<file path="config.mk">
export PLATFORM = sky130hd
export DESIGN_NAME = irq_ctrl
export DESIGN_NICKNAME = d
export VERILOG_FILES = /design/src/rtl/irq_pkg.sv /design/src/rtl/irq_sync_filter.sv /design/src/rtl/irq_ctrl.sv
export SDC_FILE = /design/constraint.sdc
export NUM_CORES = 1
export LEC_CHECK = 0
export ABC_AREA = 1
export BUFFER_PORTS_ARGS = -buffer_cell sky130_fd_sc_hd__buf_2
export CELL_PAD_IN_SITES_DETAIL_PLACEMENT = 0
export CELL_PAD_IN_SITES_GLOBAL_PLACEMENT = 1
export CORE_MARGIN = 2
export CORE_UTILIZATION = 35
export CTS_CLUSTER_DIAMETER = 200
export DETAILED_ROUTE_END_ITERATION = 8
export HOLD_SLACK_MARGIN = 0.06
export PLACE_DENSITY = 0.8
export SLEW_MARGIN = 20
export SYNTH_ARGS = -nofsm -noshare
export SYNTH_HDL_FRONTEND = slang
export SYNTH_SLANG_ARGS = --single-unit
</file>
<file path="constraint.sdc">
create_clock -name CLK -period 1.89 [get_ports CLK]
set_input_delay 0.189 -clock CLK [delete_from_list [all_inputs] [get_ports CLK]]
set_output_delay 0.189 -clock CLK [all_outputs]
set_load 0.1 [all_outputs]
</file>
<file path="src/rtl/irq_pkg.sv">
// -----------------------------------------------------------------------------
// irq_pkg
// Shared definitions for the interrupt controller:
//   - irq_reg_e      : register index on the 2-bit address A
//   - STATUS_*       : bit positions inside the STATUS read word
//   - FILTER_CNT_W   : width of the per-channel glitch-filter counter
//   - id_w()         : width of the winning-channel ID, max(1, clog2(n))
// -----------------------------------------------------------------------------
package irq_pkg;

   localparam int DATA_W = 32;

   typedef enum logic [1:0] {
      IRQ_PENDING = 2'd0,
      IRQ_MASK    = 2'd1,
      IRQ_MODE    = 2'd2,
      IRQ_STATUS  = 2'd3
   } irq_reg_e;

   // STATUS = {INT_REQ, 23'b0, IRQ_ID zero-extended to 8 bits}
   localparam int STATUS_INT_REQ_BIT = 31;
   localparam int STATUS_ID_LSB      = 0;
   localparam int STATUS_ID_W        = 8;

   localparam int FILTER_CNT_W = 8;

   function automatic int id_w(input int n_irq);
      return (n_irq > 1) ? $clog2(n_irq) : 1;
   endfunction

endpackage

</file>
<file path="src/rtl/irq_sync_filter.sv">
// -----------------------------------------------------------------------------
// irq_sync_filter
// One interrupt channel front end: SYNC_STAGES-deep synchroniser followed,
// when IRQ_GLITCH_FILTER_EN is defined, by a stability filter that moves the
// clean level only after the synchronised input has differed from it for
// FILTER_LEN consecutive cycles. Without the macro the clean level is the
// synchroniser output and no counter exists.
//
// Ports:
//   CLK    in  clock
//   RESET  in  asynchronous active-high reset
//   irq_i  in  raw request, asynchronous to CLK
//   lvl_o  out clean level, synchronous to CLK
// -----------------------------------------------------------------------------
module irq_sync_filter
   import irq_pkg::*;
#(
   parameter int SYNC_STAGES = 2,
   parameter int FILTER_LEN  = 4
) (
   input  logic CLK,
   input  logic RESET,
   input  logic irq_i,
   output logic lvl_o
);

   if (SYNC_STAGES < 2 || SYNC_STAGES > 4 || FILTER_LEN < 2 || FILTER_LEN > 255) begin : g_bad_param
      $error("irq_sync_filter: SYNC_STAGES or FILTER_LEN out of range");
   end

   logic [SYNC_STAGES-1:0] sync_q;

   // NOTE: sequential state uses non-blocking assignments so every flop
   // samples the pre-edge value of its neighbour; blocking here would
   // collapse the synchroniser chain into a single flop.
   always_ff @(posedge CLK or posedge RESET) begin
      if (RESET) begin
         sync_q <= '0;
      end else begin
         sync_q <= {sync_q[SYNC_STAGES-2:0], irq_i};
      end
   end

`ifdef IRQ_GLITCH_FILTER_EN
   localparam logic [FILTER_CNT_W-1:0] CNT_MAX = FILTER_CNT_W'(FILTER_LEN - 1);

   logic [FILTER_CNT_W-1:0] cnt_q, cnt_d;
   logic                    filt_lvl_q, filt_lvl_d;

   // Count consecutive cycles where the synchronised input disagrees with
   // the clean level; the FILTER_LEN-th disagreement flips the level. Any
   // agreement (reversion) restarts the count from zero.
   always_comb begin
      cnt_d      = '0;
      filt_lvl_d = filt_lvl_q;
      if (sync_q[SYNC_STAGES-1] != filt_lvl_q) begin
         if (cnt_q == CNT_MAX) begin
            filt_lvl_d = sync_q[SYNC_STAGES-1];
         end else begin
            cnt_d = cnt_q + 1'b1;
         end
      end
   end

   always_ff @(posedge CLK or posedge RESET) begin
      if (RESET) begin
         cnt_q      <= '0;
         filt_lvl_q <= 1'b0;
      end else begin
         cnt_q      <= cnt_d;
         filt_lvl_q <= filt_lvl_d;
      end
   end

   assign lvl_o = filt_lvl_q;
`else
   assign lvl_o = sync_q[SYNC_STAGES-1];
`endif

endmodule

</file>
<file path="src/rtl/irq_ctrl.sv">
// -----------------------------------------------------------------------------
// irq_ctrl
// N_IRQ-channel maskable interrupt controller feeding CP0. Each channel is
// synchronised (optionally glitch-filtered, macro IRQ_GLITCH_FILTER_EN),
// edge- or level-mode, and combined through a fixed-priority encoder where
// the lowest active index wins.
//
// Register window (A):
//   0 PENDING  R/W1C  edge channels: latched bits; level channels: live lvl
//   1 MASK     RW     1 = enabled
//   2 MODE     RW     1 = edge, 0 = level
//   3 STATUS   R: {INT_REQ, 23'b0, IRQ_ID[7:0]}  W: W1S into edge pending bits
//
// Ports:
//   CLK, RESET   clock, asynchronous active-high reset
//   IRQ_IN       raw requests, asynchronous
//   WE, A, WD    register write strobe, index, data
//   RD           combinational read data
//   ACK          CP0 interrupt-entry acknowledge (single-cycle pulse)
//   INT_REQ      registered interrupt request to CP0
//   IRQ_ID       registered winning channel index (holds when idle)
// -----------------------------------------------------------------------------
module irq_ctrl
   import irq_pkg::*;
#(
   parameter  int N_IRQ       = 8,
   parameter  int SYNC_STAGES = 2,
   parameter  int FILTER_LEN  = 4,
   localparam int ID_W        = id_w(N_IRQ)
) (
   input  logic              CLK,
   input  logic              RESET,
   input  logic [N_IRQ-1:0]  IRQ_IN,
   input  logic              WE,
   input  logic [1:0]        A,
   input  logic [DATA_W-1:0] WD,
   output logic [DATA_W-1:0] RD,
   input  logic              ACK,
   output logic              INT_REQ,
   output logic [ID_W-1:0]   IRQ_ID
);

   if (N_IRQ < 1 || N_IRQ > 32) begin : g_bad_n_irq
      $error("irq_ctrl: N_IRQ out of range");
   end

   logic [N_IRQ-1:0] lvl, lvl_d_q, edge_det;
   logic [N_IRQ-1:0] pend_q, pend_d;
   logic [N_IRQ-1:0] mask_q, mask_d;
   logic [N_IRQ-1:0] mode_q, mode_d;
   logic [N_IRQ-1:0] w1c, w1s, ack_clr;
   logic [N_IRQ-1:0] eff_pend, act;
   logic [N_IRQ-1:0] wd_n;
   logic             ack_q;
   logic [ID_W-1:0]  ack_id_q;
   logic             int_req_q, int_req_d;
   logic [ID_W-1:0]  irq_id_q, irq_id_d, win_id;

   // Data bits at and above N_IRQ are ignored on write.
   logic unused_wd;
   assign unused_wd = ^WD;
   assign wd_n      = WD[N_IRQ-1:0];

   // ---------------------------------------------------------------- channels
   for (genvar i = 0; i < N_IRQ; i++) begin : g_ch
      irq_sync_filter #(
         .SYNC_STAGES (SYNC_STAGES),
         .FILTER_LEN  (FILTER_LEN)
      ) u_sync_filter (
         .CLK   (CLK),
         .RESET (RESET),
         .irq_i (IRQ_IN[i]),
         .lvl_o (lvl[i])
      );
   end

   assign edge_det = lvl & ~lvl_d_q;

   // --------------------------------------------------------- register writes
   // NOTE: every signal assigned in this always_comb gets a default first,
   // so no path leaves it unassigned and no latch is inferred.
   always_comb begin
      mask_d = mask_q;
      mode_d = mode_q;
      w1c    = '0;
      w1s    = '0;
      if (WE) begin
         unique case (irq_reg_e'(A))
            IRQ_PENDING: w1c    = wd_n & mode_q;  // level bits ignore W1C
            IRQ_MASK:    mask_d = wd_n;
            IRQ_MODE:    mode_d = wd_n;
            IRQ_STATUS:  w1s    = wd_n & mode_q;  // software trigger, edge only
         endcase
      end
   end

   // ACK is registered together with the ID CP0 saw, so the clear lands one
   // edge later and INT_REQ/IRQ_ID move two edges after ACK is sampled.
   always_comb begin
      ack_clr = '0;
      for (int i = 0; i < N_IRQ; i++) begin
         if (ack_q && (ack_id_q == ID_W'(i))) begin
            ack_clr[i] = mode_q[i];
         end
      end
   end

   // Sets are OR-ed in after clears: a new edge or a W1S beats W1C/ACK on the
   // same bit. Level-mode channels keep their stored bit untouched.
   assign pend_d = (pend_q & ~(w1c | ack_clr)) | (edge_det & mode_q) | w1s;

   // -------------------------------------------------------- priority encode
   assign eff_pend = (mode_q & pend_q) | (~mode_q & lvl);
   assign act      = eff_pend & mask_q;

   always_comb begin
      win_id = '0;
      for (int i = N_IRQ - 1; i >= 0; i--) begin
         if (act[i]) begin
            win_id = ID_W'(i);
         end
      end
   end

   assign int_req_d = |act;
   assign irq_id_d  = (|act) ? win_id : irq_id_q;

   // ------------------------------------------------------------- state
   always_ff @(posedge CLK or posedge RESET) begin
      if (RESET) begin
         lvl_d_q   <= '0;
         pend_q    <= '0;
         mask_q    <= '0;
         mode_q    <= '0;
         ack_q     <= 1'b0;
         ack_id_q  <= '0;
         int_req_q <= 1'b0;
         irq_id_q  <= '0;
      end else begin
         lvl_d_q   <= lvl;
         pend_q    <= pend_d;
         mask_q    <= mask_d;
         mode_q    <= mode_d;
         ack_q     <= ACK;
         ack_id_q  <= irq_id_q;
         int_req_q <= int_req_d;
         irq_id_q  <= irq_id_d;
      end
   end

   assign INT_REQ = int_req_q;
   assign IRQ_ID  = irq_id_q;

   // --------------------------------------------------------------- read mux
   always_comb begin
      RD = '0;
      unique case (irq_reg_e'(A))
         IRQ_PENDING: RD[N_IRQ-1:0] = eff_pend;
         IRQ_MASK:    RD[N_IRQ-1:0] = mask_q;
         IRQ_MODE:    RD[N_IRQ-1:0] = mode_q;
         IRQ_STATUS: begin
            RD[STATUS_INT_REQ_BIT]            = int_req_q;
            RD[STATUS_ID_LSB +: STATUS_ID_W] = STATUS_ID_W'(irq_id_q);
         end
      endcase
   end

endmodule

</file>
---- Word level (Yosys, flattened, before mapping) ----
Cells that the tools add are included.
word-level totals
  register bits after elaboration ......... 56
  latch bits .............................. 0
  memory bits (writable) .................. 0
  ROM bits ................................ 0
  output and inout bits ................... 36
  logic and storage cells ................. 75
  memories ................................ 0
operators by class
  add/subtract/negate cells ............... 0
  $mul .................................... 0
  divide/modulo/power cells ............... 0
  magnitude comparators ................... 0
  eq/ne operators ......................... 10
  shift operators ......................... 0
  muxes and demuxes ....................... 22
  bitwise logic cells ..................... 14
  reduce and logical (&&, ||, !) cells .... 13
operator list
  cell                number
  $and 8x8->8         7
  $mux 8              4
  $or 8x8->8          4
  $pmux 8 s4          1
  $mux 3              8
  $not 8->8           3
  $eq 3x3->1 const B  4
  $mux 1              9
  $logic_and 1x1->1   8
  $reduce_or 8->1     1
  $eq 3x2->1 const B  2
  $eq 2x2->1 const B  2
  $reduce_and 2->1    2
  $eq 3x1->1 const B  1
  $logic_not 3->1     1
  $eq 2x1->1 const B  1
  $logic_not 2->1     1

---- Logic depth before layout (Yosys ltp) ----
  depth in word-level cells ............... 12
  mapped depth ............................ 12
  depth with buffers taken out ............ 12

---- Cells and area by module ----
Synthesis repeated with hierarchy kept, for this count alone.
second synthesis, totals
  cells, all modules ...................... 287
  area, all modules ....................... 2623.8 um^2
by module, submodules not included
  module           instances  cells an instance  area each (um^2)
  irq_ctrl         1          263                2193.4
  irq_sync_filter  8          3                  53.8

---- Worst setup path before layout ----
Ideal clock, no wire load.
  path kind ............................... register to output
  start ................................... register irq_id_q[2], in the netlist IRQ_ID[2]
  end ..................................... output port RD[2]
  data arrival time ....................... 2.660 ns
  path slack .............................. -0.959 ns
  cell stages (with the launch flop) ...... 3
  cells stage by stage .................... dfrtp_1 inv_1 o2111ai_1
on the way
  cells in the longest elaborated chain, start to end .. 1
RTL lines
  element                 line             text
  start, declared         irq_ctrl.sv:57   logic [ID_W-1:0] irq_id_q, irq_id_d, win_id;
  start signal, assigned  irq_ctrl.sv:147  irq_id_q <= irq_id_d;
  $pmux 8 s4              irq_ctrl.sv:157  unique case (irq_reg_e'(A))
  end, declared           irq_ctrl.sv:37   output logic [DATA_W-1:0] RD,
Every way passes these cells.

---- Worst setup path in the final report ----
  start ................................... register mode_q[0]
  end ..................................... output port RD[0]
on the way
  cells in the longest elaborated chain, start to end .. 4
  elaborated cells between the ends (all ways) .. 5
  classes of those cells .................. mux: 1; bitwise: 4
RTL lines
  element                 line             text
  start, declared         irq_ctrl.sv:50   logic [N_IRQ-1:0] mode_q, mode_d;
  start signal, assigned  irq_ctrl.sv:143  mode_q <= mode_d;
  $not 8->8               irq_ctrl.sv:113  assign eff_pend = (mode_q & pend_q) | (~mode_q & lvl);
  $and 8x8->8             irq_ctrl.sv:113
  $or 8x8->8              irq_ctrl.sv:113
  $pmux 8 s4 *            irq_ctrl.sv:157
Mark *: on every way between the ends. The rest lies on a longest branch, timed or not.

==> metrics.txt <==
outcome=completed; VDD IR max=0.000487 V; Setup violations, final=0; total power=4070 uW; Post-Syn Instances=281; Worst Skew=0.0121 ns; die area=8070 um2; postcts setup bufs=0; Yosys top cell by area=dfrtp_1; Hold Path Depth=3; share of layout cells above drive strength 1=21.7%; TritonCTS Buffers=5; Final GP Congestion=0.825; 1st-iter DRT viols=118; initial antenna violation count=0; Multi-input gate area=950 um2; Hold WC Path Type=in2reg; Area Overhead vs Synth=22.6%; hold_sp=WD[4]; Die X=89.8 um; largest net degree at the start of global routing=36; R2R cell count=12; post-route cell area=3160 um2; Power Density=1290 nW/um2; Synth top area share=54.3%; Critical Path Start Type=flip-flop; reg-to-reg startpoint=mode_q[7]; count of different cell masters after synthesis=25; Longest Clk Path Bufs=2; M3 GR Usage=3.94%; CTS sink count=56; crit path max fanout=7; max_cap viols=0; synthesized cell area=2580 um2; max_slew headroom=65.6%; dpl cells=413; Syn Area/Cell=9.18 um2; clk_lat worst skew=0.32 ns; Overflow after GRT=0; Synth area leaders=dfrtp_1 54%, nand2_1 10%, buf_4 7.3%; count of pins over their slew limit=0; Finished Layout Cells=431; register area=1400 um2; Pre-antenna DRT Iters=4; IO Pins=82; first-pass GRT wire length=9.25 mm; reg2reg setup slack=0.54 ns; WP data required=1.70 ns; fill cell count=694; DP HPWL=3.96 mm; vias in the first global route=1930; Synth Warn #=0; total global-route track usage=14.6%; Worst Setup Path Type=reg2out; RSZ-0062 raised after global routing=false; height of the die=89.8 um; clock root cell=clkbuf_8; worst reg2reg endpoint=IRQ_ID[0]; fin util=44.0%; average wire per standard cell=13.0 um; Remaining DRCs=0; Final ANT Viol Nets=0; via/cell ratio=4.59; met2 Use GR=24.2%; Final Hold Fails=0; fmax=594 MHz; cell row count=31; CTS tree=done; clock slew at reported path FFs=0.10 ns; Worst-Margin Slew=0.515 ns; core footprint=7180 um2; critical path arrival=1.50 ns; DRT Wirelength=5.61 mm; Max H-tree Level=2; Tmin final=1.68 ns; Min Hold Slack=0.147 ns; met1 capacity usage during global routing=18.0%; commonest non-fill, non-tap cell in the layout=nand2_1; Seq/Total Area, Yosys=54.3%; nets@finish=377; placed cell area=2950 um2; effective utilization at floorplan=35.9%; synthesized flop and latch total=56; hold path endpoint=mask_q[4]; most frequent cells in the layout=71 x nand2_1, 54 x dfrtp_1, 31 x inv_1, 26 x buf_2, 23 x conb_1; CP endpoint kind=output port; Top Usage Layer GRT=met2; fin crit share=89.1%; PortBufs=34; ANT cells=0; Via Count=1980; Static Leak=0.00153 uW
critical path, stage by stage (launching register included):
cell	delay (ns)
dfrtp_1	0.45
o21ai_0	0.30
nand2_1	0.08
nand4_1	0.16
buf_12	0.20
per-layer routing:
layer  part of all wire, %  wire length [um]  vias to the layer above
li1                      -                 -                      977
met1                    44              2480                      926
met2                    48              2670                       67
met3                   5.9               333                       10
met4                   2.2               123                        0
met5                     0                 0                        -
where the power goes:
group / internal (uW) / switching (uW)
logic: 422 / 1210
clock network: 402 / 401
registers: 1440 / 202
area by class of cell:
cell class | instances | share of cell area, %
inverter | 34 | 4.28
timing repair buffer | 48 | 13.7
clock buffer | 5 | 2.18
sequential | 56 | 44.4
multi-input combinational | 186 | 30.0
clock inverter | 3 | 1.46
tap | 99 | 3.92
cell families after synthesis:
family,Yosys count,synth area share [%]
AOI/OAI and AO/OA,52,13.6
buffers and inverters,61,13.1
DFF,56,54.3
other,1,0.145
and+or+nand+nor,111,18.8
cell usage after synthesis:
library cell and number:
buf_6 2, nand3_1 15, o22ai_1 3, a31oi_1 4, o2111ai_1 1, nand2_2 1
a22oi_1 3, nor2_1 11, o21ai_2 9, nor2_4 2, inv_1 34, nand2_1 71
o21ai_1 11, a32o_1 4, o211ai_1 1, dfrtp_1 56, nand4_1 8, conb_1 1
buf_4 25, a21boi_2 1, o221ai_1 1, nand2_4 1, o311ai_0 1, nor2_2 2
o21ai_0 13
what timing repair did:
item / in CTS / in global routing
hold endpoints to repair: 30 / 0
hold buffers: 10 / 0
resized for setup: 0 / 0
worst max path at each step:
stage | from | endpoint | slack (ns)
after detailed placement | A[1] | RD[7] | 0.45
after CTS | mode_q[1] | RD[1] | 0.19
after global routing | mode_q[0] | RD[0] | 0.1
after global placement | A[1] | RD[7] | 0.45
final | mode_q[0] | RD[0] | 0.21
after floorplan | IRQ_ID[2] | RD[2] | -0.35
metrics by stage:
| step | TNS [ns] | setup slack, ns |
|---|---|---|
| 6_report | 0 | 0.206 |
| 5_1_grt | 0 | 0.0974 |
| 4_1_cts | 0 | 0.188 |
| 3_5_place_dp | 0 | 0.455 |
| 3_3_place_gp | 0 | 0.454 |
| 2_1_floorplan | -0.567 | -0.354 |
registers in the layout, summed over array words and instances (netlist names):
signal,count
INT_REQ,1
IRQ_ID,3
lvl_d_q,8
ack_id_q,3
ack_q,1
pend_q,8
g_ch.u_sync_filter.sync_q,16
mode_q,8
mask_q,8
(Power assumes the default switching activity.)
